## config.mk

```make
export PLATFORM = sky130hd
export DESIGN_NAME = ram_arbiter_flat
export DESIGN_NICKNAME = d
export VERILOG_FILES = /design/src/rtl/ram_arbiter_if.sv /design/src/rtl/ram_arbiter.sv /design/src/flat_wrapper.sv
export SDC_FILE = /design/constraint.sdc
export NUM_CORES = 1
export LEC_CHECK = 0
export ABC_CLOCK_PERIOD_IN_PS = 4800
export CORE_ASPECT_RATIO = 1.4
export CORE_MARGIN = 3
export CORE_UTILIZATION = 44
export CTS_CLUSTER_DIAMETER = 50
export DETAILED_ROUTE_END_ITERATION = 7
export PLACE_DENSITY_LB_ADDON = 0.12
export SLEW_MARGIN = 10
export SYNTH_ARGS = -nofsm -noshare
export SYNTH_HDL_FRONTEND = slang
export SYNTH_SLANG_ARGS = --single-unit
```

## constraint.sdc

```tcl
create_clock -name clk -period 4.8 [get_ports clk]
set_input_delay 0.96 -clock clk [delete_from_list [all_inputs] [get_ports clk]]
set_output_delay 0.96 -clock clk [all_outputs]
set_load 0.05 [all_outputs]
```

## src/rtl/ram_arbiter_if.sv

```systemverilog
// ram_arbiter_if -- bundle of the two requester ports (A = CPU, B = DMA)
// and the SRAM-controller command port that sit around ram_arbiter.
//
// Signals:
//   a_*/b_*  : req, wr, byte, addr[17:0], wdata[15:0] toward the arbiter;
//              rdata[15:0], ack, err back to the requester
//   m_*      : addr[17:0], data_in[15:0], rd, wr, byte_op toward the
//              controller; data_out[15:0], done back from it
//
// Modports:
//   master : the arbiter's view (it issues the controller commands)
//   slave  : everything around it (requesters and SRAM controller)
interface ram_arbiter_if;
  logic        a_req;
  logic        a_wr;
  logic        a_byte;
  logic [17:0] a_addr;
  logic [15:0] a_wdata;
  logic [15:0] a_rdata;
  logic        a_ack;
  logic        a_err;

  logic        b_req;
  logic        b_wr;
  logic        b_byte;
  logic [17:0] b_addr;
  logic [15:0] b_wdata;
  logic [15:0] b_rdata;
  logic        b_ack;
  logic        b_err;

  logic [17:0] m_addr;
  logic [15:0] m_data_in;
  logic [15:0] m_data_out;
  logic        m_rd;
  logic        m_wr;
  logic        m_byte_op;
  logic        m_done;

  modport master (
    input  a_req, a_wr, a_byte, a_addr, a_wdata,
    output a_rdata, a_ack, a_err,
    input  b_req, b_wr, b_byte, b_addr, b_wdata,
    output b_rdata, b_ack, b_err,
    output m_addr, m_data_in, m_rd, m_wr, m_byte_op,
    input  m_data_out, m_done
  );

  modport slave (
    output a_req, a_wr, a_byte, a_addr, a_wdata,
    input  a_rdata, a_ack, a_err,
    output b_req, b_wr, b_byte, b_addr, b_wdata,
    input  b_rdata, b_ack, b_err,
    input  m_addr, m_data_in, m_rd, m_wr, m_byte_op,
    output m_data_out, m_done
  );
endinterface

```

## src/rtl/ram_arbiter.sv

```systemverilog
// ram_arbiter -- round-robin arbiter sharing one SRAM controller between a
// CPU port (A) and a DMA port (B).
//
// Ports:
//   clk   : system clock, rising edge
//   reset : synchronous, active-high
//   bus   : ram_arbiter_if.master (requester ports A/B + controller port)
//
// Parameter:
//   TIMEOUT : BUSY cycles without m_done before the access is aborted
//             with err=1.
//
// Access flow: IDLE grants one requester and launches the command, BUSY
// holds it until m_done (or timeout), RECOVER gives the controller its
// mandatory idle command cycle while the ack pulse is out.
module ram_arbiter #(
  parameter int TIMEOUT = 15
) (
  input logic          clk,
  input logic          reset,
  ram_arbiter_if.master bus
);

  localparam int CW = (TIMEOUT < 2) ? 1 : $clog2(TIMEOUT);
  // The counter only ever needs to hold 0..TIMEOUT-1: the cycle that would
  // bring it to TIMEOUT is the one that aborts.
  localparam logic [CW-1:0] CNT_LAST = CW'(TIMEOUT - 1);

  typedef enum logic [1:0] {IDLE, BUSY, RECOVER} state_t;

  state_t        state_reg, state_next;
  logic [CW-1:0] cnt_reg, cnt_next;
  logic          last_b_reg, last_b_next;   // 1 = B holds / last held the grant
  logic          m_rd_reg, m_rd_next;
  logic          m_wr_reg, m_wr_next;
  logic          m_byte_reg, m_byte_next;
  logic [17:0]   m_addr_reg, m_addr_next;
  logic [15:0]   m_wdata_reg, m_wdata_next;
  logic          a_ack_reg, a_ack_next;
  logic          b_ack_reg, b_ack_next;
  logic          a_err_reg, a_err_next;
  logic          b_err_reg, b_err_next;
  logic [15:0]   a_rdata_reg, a_rdata_next;
  logic [15:0]   b_rdata_reg, b_rdata_next;
  logic          pick_b;
  logic          finish;

  // B wins when it is alone, or when both ask and A was served last.
  assign pick_b = bus.b_req & (~bus.a_req | ~last_b_reg);
  // Access ends on completion or on the cycle that would hit TIMEOUT.
  assign finish = bus.m_done | (cnt_reg == CNT_LAST);

  always_ff @(posedge clk) begin
    if (reset) begin
      state_reg   <= IDLE;
      cnt_reg     <= '0;
      last_b_reg  <= 1'b1;
      m_rd_reg    <= 1'b0;
      m_wr_reg    <= 1'b0;
      m_byte_reg  <= 1'b0;
      m_addr_reg  <= '0;
      m_wdata_reg <= '0;
      a_ack_reg   <= 1'b0;
      b_ack_reg   <= 1'b0;
      a_err_reg   <= 1'b0;
      b_err_reg   <= 1'b0;
      a_rdata_reg <= '0;
      b_rdata_reg <= '0;
    end else begin
      state_reg   <= state_next;
      cnt_reg     <= cnt_next;
      last_b_reg  <= last_b_next;
      m_rd_reg    <= m_rd_next;
      m_wr_reg    <= m_wr_next;
      m_byte_reg  <= m_byte_next;
      m_addr_reg  <= m_addr_next;
      m_wdata_reg <= m_wdata_next;
      a_ack_reg   <= a_ack_next;
      b_ack_reg   <= b_ack_next;
      a_err_reg   <= a_err_next;
      b_err_reg   <= b_err_next;
      a_rdata_reg <= a_rdata_next;
      b_rdata_reg <= b_rdata_next;
    end
  end

  always_comb begin
    state_next   = state_reg;
    cnt_next     = cnt_reg;
    last_b_next  = last_b_reg;
    m_rd_next    = m_rd_reg;
    m_wr_next    = m_wr_reg;
    m_byte_next  = m_byte_reg;
    m_addr_next  = m_addr_reg;
    m_wdata_next = m_wdata_reg;
    a_ack_next   = 1'b0;
    b_ack_next   = 1'b0;
    a_err_next   = 1'b0;
    b_err_next   = 1'b0;
    a_rdata_next = a_rdata_reg;
    b_rdata_next = b_rdata_reg;

    case (state_reg)
      IDLE: begin
        if (bus.a_req | bus.b_req) begin
          last_b_next  = pick_b;
          m_addr_next  = pick_b ? bus.b_addr  : bus.a_addr;
          m_wdata_next = pick_b ? bus.b_wdata : bus.a_wdata;
          m_byte_next  = pick_b ? bus.b_byte  : bus.a_byte;
          m_wr_next    = pick_b ? bus.b_wr    : bus.a_wr;
          m_rd_next    = ~(pick_b ? bus.b_wr : bus.a_wr);
          cnt_next     = '0;
          state_next   = BUSY;
        end
      end

      BUSY: begin
        if (finish) begin
          m_rd_next  = 1'b0;
          m_wr_next  = 1'b0;
          state_next = RECOVER;
          // A timeout returns zero data; a completed write leaves rdata alone.
          if (last_b_reg) begin
            b_ack_next = 1'b1;
            b_err_next = ~bus.m_done;
            if (!bus.m_done)   b_rdata_next = '0;
            else if (m_rd_reg) b_rdata_next = bus.m_data_out;
          end else begin
            a_ack_next = 1'b1;
            a_err_next = ~bus.m_done;
            if (!bus.m_done)   a_rdata_next = '0;
            else if (m_rd_reg) a_rdata_next = bus.m_data_out;
          end
        end else begin
          cnt_next = cnt_reg + 1'b1;
        end
      end

      RECOVER: state_next = IDLE;

      default: state_next = IDLE;
    endcase
  end

  assign bus.m_rd      = m_rd_reg;
  assign bus.m_wr      = m_wr_reg;
  assign bus.m_byte_op = m_byte_reg;
  assign bus.m_addr    = m_addr_reg;
  assign bus.m_data_in = m_wdata_reg;
  assign bus.a_ack     = a_ack_reg;
  assign bus.b_ack     = b_ack_reg;
  assign bus.a_err     = a_err_reg;
  assign bus.b_err     = b_err_reg;
  assign bus.a_rdata   = a_rdata_reg;
  assign bus.b_rdata   = b_rdata_reg;

endmodule

```

## src/flat_wrapper.sv

```systemverilog
// flat-port wrapper written by rule: the top's interface ports become plain ports
module ram_arbiter_flat 
#(
  parameter int TIMEOUT = 15
)
  (clk, reset, bus_a_req, bus_a_wr, bus_a_byte, bus_a_addr, bus_a_wdata, bus_a_rdata, bus_a_ack, bus_a_err, bus_b_req, bus_b_wr, bus_b_byte, bus_b_addr, bus_b_wdata, bus_b_rdata, bus_b_ack, bus_b_err, bus_m_addr, bus_m_data_in, bus_m_rd, bus_m_wr, bus_m_byte_op, bus_m_data_out, bus_m_done);
  ram_arbiter_if bus_i ();
  input logic clk;
  input logic reset;
  input wire logic [$bits(bus_i.a_req)-1:0] bus_a_req;
  input wire logic [$bits(bus_i.a_wr)-1:0] bus_a_wr;
  input wire logic [$bits(bus_i.a_byte)-1:0] bus_a_byte;
  input wire logic [$bits(bus_i.a_addr)-1:0] bus_a_addr;
  input wire logic [$bits(bus_i.a_wdata)-1:0] bus_a_wdata;
  output wire logic [$bits(bus_i.a_rdata)-1:0] bus_a_rdata;
  output wire logic [$bits(bus_i.a_ack)-1:0] bus_a_ack;
  output wire logic [$bits(bus_i.a_err)-1:0] bus_a_err;
  input wire logic [$bits(bus_i.b_req)-1:0] bus_b_req;
  input wire logic [$bits(bus_i.b_wr)-1:0] bus_b_wr;
  input wire logic [$bits(bus_i.b_byte)-1:0] bus_b_byte;
  input wire logic [$bits(bus_i.b_addr)-1:0] bus_b_addr;
  input wire logic [$bits(bus_i.b_wdata)-1:0] bus_b_wdata;
  output wire logic [$bits(bus_i.b_rdata)-1:0] bus_b_rdata;
  output wire logic [$bits(bus_i.b_ack)-1:0] bus_b_ack;
  output wire logic [$bits(bus_i.b_err)-1:0] bus_b_err;
  output wire logic [$bits(bus_i.m_addr)-1:0] bus_m_addr;
  output wire logic [$bits(bus_i.m_data_in)-1:0] bus_m_data_in;
  output wire logic [$bits(bus_i.m_rd)-1:0] bus_m_rd;
  output wire logic [$bits(bus_i.m_wr)-1:0] bus_m_wr;
  output wire logic [$bits(bus_i.m_byte_op)-1:0] bus_m_byte_op;
  input wire logic [$bits(bus_i.m_data_out)-1:0] bus_m_data_out;
  input wire logic [$bits(bus_i.m_done)-1:0] bus_m_done;
  assign bus_i.a_req = bus_a_req;
  assign bus_i.a_wr = bus_a_wr;
  assign bus_i.a_byte = bus_a_byte;
  assign bus_i.a_addr = bus_a_addr;
  assign bus_i.a_wdata = bus_a_wdata;
  assign bus_a_rdata = bus_i.a_rdata;
  assign bus_a_ack = bus_i.a_ack;
  assign bus_a_err = bus_i.a_err;
  assign bus_i.b_req = bus_b_req;
  assign bus_i.b_wr = bus_b_wr;
  assign bus_i.b_byte = bus_b_byte;
  assign bus_i.b_addr = bus_b_addr;
  assign bus_i.b_wdata = bus_b_wdata;
  assign bus_b_rdata = bus_i.b_rdata;
  assign bus_b_ack = bus_i.b_ack;
  assign bus_b_err = bus_i.b_err;
  assign bus_m_addr = bus_i.m_addr;
  assign bus_m_data_in = bus_i.m_data_in;
  assign bus_m_rd = bus_i.m_rd;
  assign bus_m_wr = bus_i.m_wr;
  assign bus_m_byte_op = bus_i.m_byte_op;
  assign bus_i.m_data_out = bus_m_data_out;
  assign bus_i.m_done = bus_m_done;
  ram_arbiter #(.TIMEOUT(TIMEOUT)) u_core (.clk(clk), .reset(reset), .bus(bus_i));
endmodule
```

==> results.py, run 1 <==
metrics = {
    "status": {
        "run_status": "finished, final reports clean",
    },
    "yosys": {
        "synth_async_sr_flop_share": 0,
        "post-synth-top-count-cell": "sky130_fd_sc_hd__dfxtp_1",
        "ys_dominant_reg_cell": "sky130_fd_sc_hd__dfxtp_1",
        "netlist_top_cells_area": "sky130_fd_sc_hd__dfxtp_1 (46%), sky130_fd_sc_hd__mux2i_1 (20%), sky130_fd_sc_hd__a211oi_1 (7.8%), sky130_fd_sc_hd__nand2b_1 (5.9%), sky130_fd_sc_hd__a21oi_1 (5.3%)",
        "synth_seq_area_share": 0.461,
        "yosysTopAreaCell": "sky130_fd_sc_hd__dfxtp_1",
        "synth_edf_count": 0,
        "post_synth.cell_area_avg_um2": 10.0,
        "yosys_warnings": 0,
        "synth_cell_types": 36,
        "synth.cell_area_um2": 3470,
        "synth.ff_latch_count": 80,
        "synth_top_cells_by_count": "sky130_fd_sc_hd__dfxtp_1 (80), sky130_fd_sc_hd__mux2i_1 (68), sky130_fd_sc_hd__a21oi_1 (37)",
        "synth_nets": 441,
        "synthesis.instances": 346,
        "synth_top_area_share": 0.461,
    },
    "clocking": {
        "postCtsSetupRepairBufs": 0,
        "cts_sinks": 80,
        "clk-insertion-delay-late_ps": 340,
        "clkSlewWorstSetupHoldPaths_ps": 70,
        "cts_buffers": 9,
        "cts_tree": "yes",
        "clock_tree_buf_depth": 2,
        "post_cts_hold_buffer_count": 0,
        "cts-htree-levels": 3,
        "postCtsResizedCells": 0,
        "root_buffer": "sky130_fd_sc_hd__clkbuf_8",
    },
    "pwr": {
        "leakagePower_uw": 0.00198,
        "part_of_the_power_in_the_clock_network": 0.249,
        "power_density_nw_per_um2": 302,
        "power_uw": 1600,
        "switching_share": 0.318,
        "p_seq_frac": 0.458,
        "intPower_uw": 1090,
        "pwr-share-comb": 0.293,
        "switchingPower_uw": 509,
        "max-vdd-ir-drop_mv": 0.168,
    },
    "sta": {
        "final.setup.tns_ps": 0,
        "finalHoldViolCount": 0,
        "minimum_clock_period_ps": 2740,
        "layout_worst_path_cycle_share": 0.570,
        "maxSlewHeadroom": 0.220,
        "total_of_endpoints_with_negative_setup_slack_in_the_final_report": 0,
        "whs_ps": 478,
        "rsz0062_at_grt": "false",
        "final-max-slew-violation-count": 0,
        "final_critical_path_setup_slack_ps": 2060,
        "maxClockFrequency_mhz": 365,
        "finalClockSkew_ps": 4.30,
        "worst_slew_pin_slew_ps": 1170,
    },
    "die": {
        "core_area_um2": 7500,
        "fp.dieW_um": 81.1,
        "die-area_um2": 9010,
        "rows": 37,
        "initial_utilization": 0.463,
        "io_count": 166,
        "die-height_um": 111,
    },
    "detailed_routing": {
        "routedLengthMet1_um": 3670,
        "vias": 3100,
        "routedWlPerCell_um": 15.4,
        "drt_drc_violations_left": 0,
        "route.detailed.vias_per_inst": 5.22,
        "detailedRoute.firstPassIterationCount": 4,
        "wl_met3_um": 842,
        "route.top_layer_used": "met4",
        "detail-route-antenna-nets": 0,
        "wl_um": 9130,
        "met2_wirelength_um": 4420,
        "detail_route.iter0.violations": 102,
    },
    "global_routing": {
        "track_usage": 0.212,
        "grt_start_max_net_pins": 84,
        "grt_first_pass_wirelength_um": 15000,
        "grt_overflow_total": 0,
        "antenna_violations_before_repair": 0,
        "number_of_global_route_vias_before_repair": 3145,
    },
    "placement": {
        "port_buffers": 165,
        "dp_cells": 582,
        "routability_congestion": 0.763,
        "place_hpwl_um": 6740,
        "detailedPlace.worstSlack_ps": 1710,
    },
    "worst_setup_path": {
        "cp_cell_sequence": "clkdlybuf4s50_1 > nor2b_1 > nand2_1 > mux2i_1",
        "cp.arrival_ps": 3010,
        "crit_fanout": 16,
        "worst_ep_required_time_ps": 5070,
        "max_stage_delay_ps": 970,
        "endpoint_kind_of_the_worst_setup_timing_path": "flip-flop",
        "timing.critical_path.from_type": "primary input",
        "cp_num_buf_inv": 1,
        "critical_path.slowest_cell": "sky130_fd_sc_hd__nor2b_1",
        "critPathTopFamily": "simple AND/OR/NAND/NOR gates",
        "criticalPathCategory": "in2reg",
    },
    "final_layout": {
        "drive_gt1_frac": 0.0483,
        "area_growth_syn_to_layout_pct": 52.6,
        "antenna-diode-count": 0,
        "design.final.nets": 591,
        "largest_register_ffs": 18,
        "final_cells": 594,
    },
    "min_path": {
        "hold_path.class": "reg2reg",
    },
    "job": {
        "timing.max_cap.violations": 0,
    },
}
## worst paths after layout
path                            slack, ps                    end                  start  cells past startpoint
worst max-delay path                 2060  u_core.bus.a_rdata[0]             bus_m_done                      4
worst min-delay path                  480  u_core.bus.b_rdata[9]  u_core.bus.b_rdata[9]                      2
worst max register to register       2690  u_core.bus.b_rdata[8]      u_core.cnt_reg[0]                      5
worst min register to register        480  u_core.bus.b_rdata[9]  u_core.bus.b_rdata[9]                      2
## per-layer routing
| metal | up-vias | global-route usage |
|---|---|---|
| li1 | 1544 | - |
| met1 | 1414 | 0.251 |
| met2 | 127 | 0.342 |
| met3 | 15 | 0.0667 |
| met4 | 0 | 0.0958 |
| met5 | - | 0 |
## power groups by stage
stage	Combinational [uW]	Clock (uW)	Sequential (uW)
6_report	469	399	734
5_1_grt	498	440	739
4_1_cts	472	417	733
3_5_place_dp	471	0	747
3_3_place_gp	468	0	745
2_1_floorplan	145	0	884
## layout by cell type (no fill, tap or decap), drive strengths merged, types with 3 or more instances in the layout
master | synthesis | routed
clkdlybuf4s50 | 0 | 164
dfxtp | 80 | 80
mux2i | 68 | 68
a21oi | 37 | 37
a211oi | 36 | 36
nand2b | 33 | 33
nand2 | 17 | 17
clkbuf | 22 | 10
buf | 9 | 6
nor2 | 5 | 5
inv | 3 | 3
nor2b | 3 | 3
o221ai | 3 | 3
nor3 | 3 | 3
or2 | 3 | 3
## kinds of logic after synthesis
family / Yosys count / share of synthesized area
compound gates: 87 / 0.171
fa+ha+maj: 2 / 0.00720
buf+inv: 34 / 0.0447
flops: 80 / 0.461
mux: 68 / 0.196
simple gates: 75 / 0.120
## final cells by class
cell class	count	area, um2
fill	628	2200
sequential	80	1600
tap	97	121
clock inverter	2	10.0
multi-input combinational	232	1730
inverter	3	11.3
clock buffer	10	138
timing repair buffer	170	1680
## per-stage QoR
stage	utilization	area (um2)
floorplan	-	3470
global placement	0.687	5150
detailed placement	0.687	5150
CTS	0.707	5300
global route	0.707	5300
finish	0.707	5300
## tightest hold or removal path, delay by kind of cell, from the launching register on
family,cells,cell delay [ps]
DFF,1,310
muxes,1,60
and+or+nand+nor,1,60
(Power assumes the default switching activity.)
==> inputs of run 2 (changes only) <==
Settings changed: ABC_CLOCK_PERIOD_IN_PS 4800 to 2600, CORE_UTILIZATION 44 to 41.
Clock period 4.8 ns to 2.6 ns, I/O delays scaled along.
==> run 2 against run 1 <==
  * First-iteration DRC count is 8.8% higher
  * Clock skew hardly changed
  * Clock power grew to 3.1 times the previous value
  * Final cell count is 2.2% higher
  * Register-to-register slack worse by 1900 ps
  * Wire length is 1.7% higher
  * Critical path depth is 3 lower
  * Flip-flop and latch count stayed put
  * Global-route usage is 2.2 points lower
  * Power is 120% higher
  * Via count is 2.5% higher
  * Die area is 6.8% higher
  * Critical endpoint is now bus_a_rdata[8]
  * Largest power group unchanged
  * Highest routed layer unchanged
==> results.py, run 2 (synthesized netlist as in run 1, its figures left out) <==
metrics = {
    "status": {
        "run_status": "finished, final reports clean",
    },
    "worst_setup_path": {
        "worst_ep_required_time_ps": 2080,
        "crit_fanout": 2,
        "cp_cell_sequence": "clkdlybuf4s50_1",
        "timing.critical_path.from_type": "flip-flop",
        "r2r_endpoint": "u_core.bus.b_rdata[0]",
        "endpoint_kind_of_the_worst_setup_timing_path": "output port",
        "criticalPathCategory": "reg2out",
        "register_to_register_setup_slack_ps": 820,
        "worstSetupStartpoint": "u_core.bus.a_rdata[8]",
        "critPathTopFamily": "buffers and inverters",
        "max_stage_delay_ps": 830,
        "timing.reg2reg.worst_path_depth": 6,
        "critical_path.slowest_cell": "sky130_fd_sc_hd__clkdlybuf4s50_1",
        "cp_num_buf_inv": 1,
        "crit_path_end": "bus_a_rdata[8]",
        "worst-path-stages": 1,
        "rr_startpoint": "u_core.cnt_reg[0]",
        "cp.arrival_ps": 1510,
    },
    "final_layout": {
        "mostFrequentLayoutCells": "sky130_fd_sc_hd__clkdlybuf4s50_1 (164), sky130_fd_sc_hd__dfxtp_1 (80), sky130_fd_sc_hd__mux2i_1 (68)",
        "layout.cell_area.non_filler_um2": 5510,
        "antenna-diode-count": 0,
        "drive_gt1_frac": 0.0614,
        "largest_register_ffs": 18,
        "mostFrequentLayoutCell": "sky130_fd_sc_hd__clkdlybuf4s50_1",
        "design.final.nets": 596,
        "nFillCells": 669,
        "area_growth_syn_to_layout_pct": 58.6,
    },
    "die": {
        "die-height_um": 115,
        "die-area_um2": 9630,
        "fp.dieW_um": 83.8,
        "rows": 39,
        "initial_utilization": 0.424,
        "core_area_um2": 8200,
        "io_count": 166,
    },
    "detailed_routing": {
        "vias": 3176,
        "drt_drc_violations_left": 0,
        "wl_um": 9290,
        "routedWlPerCell_um": 15.3,
        "detail-route-antenna-nets": 0,
        "route.detailed.vias_per_inst": 5.23,
        "detailedRoute.firstPassIterationCount": 4,
        "detail_route.iter0.violations": 111,
    },
    "clocking": {
        "cts_tree": "yes",
        "root_buffer": "sky130_fd_sc_hd__clkbuf_16",
        "clk-insertion-delay-late_ps": 330,
        "postCtsResizedCells": 0,
        "clkSlewWorstSetupHoldPaths_ps": 60,
        "clock_tree_buf_depth": 2,
        "cts_buffers": 9,
        "cts_sinks": 80,
        "post_cts_hold_buffer_count": 0,
        "postCtsSetupRepairBufs": 0,
        "cts-htree-levels": 3,
    },
    "job": {
        "timing.max_cap.violations": 0,
    },
    "pwr": {
        "max-vdd-ir-drop_mv": 0.367,
        "leakagePower_uw": 0.00208,
        "power_density_nw_per_um2": 626,
    },
    "sta": {
        "minimum_clock_period_ps": 2030,
        "maxSlewHeadroom": 0.467,
        "layout_worst_path_cycle_share": 0.779,
        "final-max-slew-violation-count": 0,
        "total_of_endpoints_with_negative_setup_slack_in_the_final_report": 0,
        "final.setup.tns_ps": 0,
        "rsz0062_at_grt": "false",
        "finalHoldViolCount": 0,
        "finalClockSkew_ps": 4.77,
        "maxClockFrequency_mhz": 494,
        "worst_slew_pin_slew_ps": 800,
    },
    "global_routing": {
        "grt_first_pass_wirelength_um": 14800,
        "grt_start_max_net_pins": 51,
        "grt_overflow_total": 0,
        "antenna_violations_before_repair": 0,
        "track_usage": 0.190,
        "number_of_global_route_vias_before_repair": 3102,
    },
    "placement": {
        "place_hpwl_um": 6830,
        "port_buffers": 165,
        "dpl-instance-area_um2": 5220,
        "routability_congestion": 0.766,
    },
    "min_path": {
        "hold_path.class": "reg2reg",
    },
}
[run 2: cell types whose count changed in the layout (fill, tap and decap cells not counted)]
cell                        delta
sky130_fd_sc_hd__buf_12        +2
sky130_fd_sc_hd__buf_4         +3
sky130_fd_sc_hd__bufinv_16     +1
sky130_fd_sc_hd__clkbuf_1      +1
sky130_fd_sc_hd__clkbuf_16     +9
sky130_fd_sc_hd__clkbuf_8      -9
sky130_fd_sc_hd__clkinv_2      +1
[run 2: metal layers]
| layer | wire length, um | global-route usage | vias up |
|---|---|---|---|
| met5 | 0 | 0 | - |
| li1 | - | - | 1568 |
| met4 | 167 | 0.0880 | 0 |
| met2 | 4680 | 0.336 | 136 |
| met3 | 642 | 0.0466 | 14 |
| met1 | 3800 | 0.216 | 1458 |
[run 2: worst min path at each step]
stage                            from                     end  slack, ps  depth (start not counted)
5_1_grt        u_core.bus.a_rdata[13]  u_core.bus.a_rdata[13]        500                          2
3_3_place_gp   u_core.bus.a_rdata[10]  u_core.bus.a_rdata[10]        460                          2
6_report       u_core.bus.b_rdata[11]  u_core.bus.b_rdata[11]        470                          2
2_1_floorplan       u_core.cnt_reg[1]       u_core.cnt_reg[1]        490                          2
3_5_place_dp   u_core.bus.b_rdata[11]  u_core.bus.b_rdata[11]        470                          2
4_1_cts        u_core.bus.b_rdata[11]  u_core.bus.b_rdata[11]        480                          2
[run 2: where the power goes]
group / total, uW / switching (uW) / internal, uW
combinational: 875 / 503 / 372
sequential: 1350 / 45.2 / 1310
clock: 1220 / 462 / 759
[run 2: cell type report]
class                      instances  area, um2  area share
inverter                           3       11.3     0.00204
multi-input combinational        232       1730       0.315
sequential                        80       1600       0.291
clock buffer                      11        243      0.0441
tap                              102        128      0.0232
timing repair buffer             175       1750       0.317
clock inverter                     4       45.0     0.00818
[run 2: per-stage QoR]
step           hold WS [ps]  power, uW  worst slack [ps]  std cells  utilization
3_5_place_dp            466       2260               329        592        0.637
2_1_floorplan           491       1900               749        346            -
4_1_cts                 476       3480               550        607        0.672
3_3_place_gp            461       2250               366        592        0.637
5_1_grt                 500       3580               532        607        0.672
6_report                472       3450               574        607        0.672
[run 2: tightest hold or removal path, delay by kind of cell (launching register included)]
kind             cells  cell delay (ps)
AND/OR/NAND/NOR      1               60
flip-flops           1              300
multiplexers         1               60
==> inputs of run 3 (changes only) <==
Settings changed: ABC_CLOCK_PERIOD_IN_PS 2600 to 2100.
Clock period 2.6 ns to 2.1 ns, I/O delays scaled along.
==> run 3 against run 2 <==
  * Highest routed layer unchanged
  * Worst setup slack got worse by 400 ps
  * Worst hold slack improved by 3.9 ps
  * First-iteration DRC count decreased by 14%
  * Critical endpoint is now bus_m_byte_op
  * Via count decreased by 0.76%
  * Largest cell class unchanged
==> results.py, run 3 (synthesized netlist as in run 1, its figures left out) <==
metrics = {
    "clocking": {
        "postCtsResizedCells": 0,
        "postCtsSetupRepairBufs": 0,
        "cts_sinks": 80,
        "clk-insertion-delay-late_ps": 330,
        "clkSlewWorstSetupHoldPaths_ps": 50,
        "root_buffer": "sky130_fd_sc_hd__clkbuf_16",
        "clock_tree_buf_depth": 2,
        "cts_tree": "yes",
        "cts-htree-levels": 3,
        "cts_buffers": 9,
        "post_cts_hold_buffer_count": 0,
    },
    "global_routing": {
        "grt_overflow_total": 0,
        "number_of_global_route_vias_before_repair": 3111,
        "antenna_violations_before_repair": 0,
        "grt_start_max_net_pins": 36,
        "track_usage": 0.194,
        "grt_first_pass_wirelength_um": 15100,
    },
    "sta": {
        "minimum_clock_period_ps": 1930,
        "maxClockFrequency_mhz": 519,
        "finalHoldViolCount": 0,
        "final.setup.tns_ps": 0,
        "finalClockSkew_ps": 6.07,
        "final_critical_path_setup_slack_ps": 173,
        "worst_slew_pin_slew_ps": 540,
        "maxSlewHeadroom": 0.639,
        "rsz0062_at_grt": "false",
        "total_of_endpoints_with_negative_setup_slack_in_the_final_report": 0,
        "layout_worst_path_cycle_share": 0.917,
        "final-max-slew-violation-count": 0,
    },
    "worst_setup_path": {
        "cp.arrival_ps": 1510,
        "cp_num_buf_inv": 1,
        "crit_fanout": 2,
        "timing.reg2reg.worst_path_depth": 6,
        "cp_cell_sequence": "clkdlybuf4s50_1",
        "max_stage_delay_ps": 830,
        "worst_ep_required_time_ps": 1680,
        "register_to_register_setup_slack_ps": 440,
        "r2r_endpoint": "u_core.bus.a_rdata[13]",
        "timing.critical_path.from_type": "flip-flop",
        "critical_path.slowest_cell": "sky130_fd_sc_hd__clkdlybuf4s50_1",
        "critPathTopFamily": "buffers and inverters",
        "worstSetupStartpoint": "u_core.bus.m_byte_op",
        "worst-path-stages": 1,
        "rr_startpoint": "u_core.cnt_reg[0]",
        "endpoint_kind_of_the_worst_setup_timing_path": "output port",
        "criticalPathCategory": "reg2out",
        "crit_path_end": "bus_m_byte_op",
    },
    "min_path": {
        "hold_path.class": "reg2reg",
    },
    "pwr": {
        "p_seq_frac": 0.377,
        "power_density_nw_per_um2": 795,
        "max-vdd-ir-drop_mv": 0.478,
        "leakagePower_uw": 0.00212,
        "switchingPower_uw": 1250,
        "pwr-share-comb": 0.247,
        "switching_share": 0.282,
        "intPower_uw": 3190,
        "part_of_the_power_in_the_clock_network": 0.375,
    },
    "die": {
        "rows": 39,
        "die-height_um": 115,
        "initial_utilization": 0.424,
        "io_count": 166,
        "die-area_um2": 9630,
        "fp.dieW_um": 83.8,
        "core_area_um2": 8200,
    },
    "final_layout": {
        "nFillCells": 687,
        "mostFrequentLayoutCell": "sky130_fd_sc_hd__clkdlybuf4s50_1",
        "design.final.nets": 599,
        "area_growth_syn_to_layout_pct": 60.9,
        "drive_gt1_frac": 0.0669,
        "largest_register_ffs": 18,
        "mostFrequentLayoutCells": "sky130_fd_sc_hd__clkdlybuf4s50_1 (164), sky130_fd_sc_hd__dfxtp_1 (80), sky130_fd_sc_hd__mux2i_1 (68)",
        "seq_area_um2": 1600,
        "antenna-diode-count": 0,
        "finish.utilization": 0.682,
        "multi_input_area_um2": 1730,
        "layout.cell_area.non_filler_um2": 5590,
    },
    "placement": {
        "place_hpwl_um": 6990,
        "port_buffers": 165,
        "dpl-instance-area_um2": 5270,
        "routability_congestion": 0.841,
        "detailedPlace.worstSlack_ps": 43.0,
    },
    "detailed_routing": {
        "route.detailed.vias_per_inst": 5.17,
        "detailedRoute.firstPassIterationCount": 4,
        "drt_drc_violations_left": 0,
        "detail-route-antenna-nets": 0,
        "wl_um": 9310,
        "vias": 3152,
        "detail_route.iter0.violations": 96,
        "routedWlPerCell_um": 15.3,
    },
    "status": {
        "run_status": "finished, final reports clean",
    },
    "job": {
        "timing.max_cap.violations": 0,
    },
}
==> run 3: layer usage <==
layer	routed length (um)	global-route usage	up-vias
met1	3820	0.227	1446
met3	668	0.0480	18
met5	0	0	-
met2	4580	0.329	122
li1	-	-	1566
met4	240	0.0998	0
==> run 3: power by group through the flow <==
stage | logic (uW) | clock network [uW] | registers, uW
floorplan | 331 | 0 | 2020
global placement | 1090 | 0 | 1700
detailed placement | 1100 | 0 | 1710
CTS | 1110 | 1700 | 1680
global route | 1170 | 1760 | 1690
finish | 1100 | 1670 | 1680
==> run 3: area by class of cell <==
class | instances | area share
Timing Repair Buffer | 178 | 0.321
Multi-Input combinational cell | 232 | 0.310
Sequential cell | 80 | 0.287
Clock buffer | 12 | 0.0459
Tap cell | 102 | 0.0228
Clock inverter | 3 | 0.0116
Inverter | 3 | 0.00201
==> run 3: worst min path at each step <==
stage	start	end	slack [ps]	cells past startpoint
floorplan	u_core.cnt_reg[1]	u_core.cnt_reg[1]	490	2
global placement	u_core.bus.b_rdata[10]	u_core.bus.b_rdata[10]	460	2
detailed placement	u_core.bus.a_rdata[10]	u_core.bus.a_rdata[10]	470	2
CTS	u_core.bus.a_rdata[6]	u_core.bus.a_rdata[6]	480	2
global route	u_core.bus.a_rdata[8]	u_core.bus.a_rdata[8]	500	2
finish	u_core.bus.b_rdata[2]	u_core.bus.b_rdata[2]	480	2
==> run 3: metrics by stage <==
| step | power, uW | std cells | hold slack, ps |
|---|---|---|---|
| after global placement | 2800 | 595 | 461 |
| after global routing | 4620 | 610 | 499 |
| after CTS | 4480 | 610 | 478 |
| final | 4440 | 610 | 476 |
| after floorplan | 2350 | 346 | 491 |
| after detailed placement | 2810 | 595 | 467 |
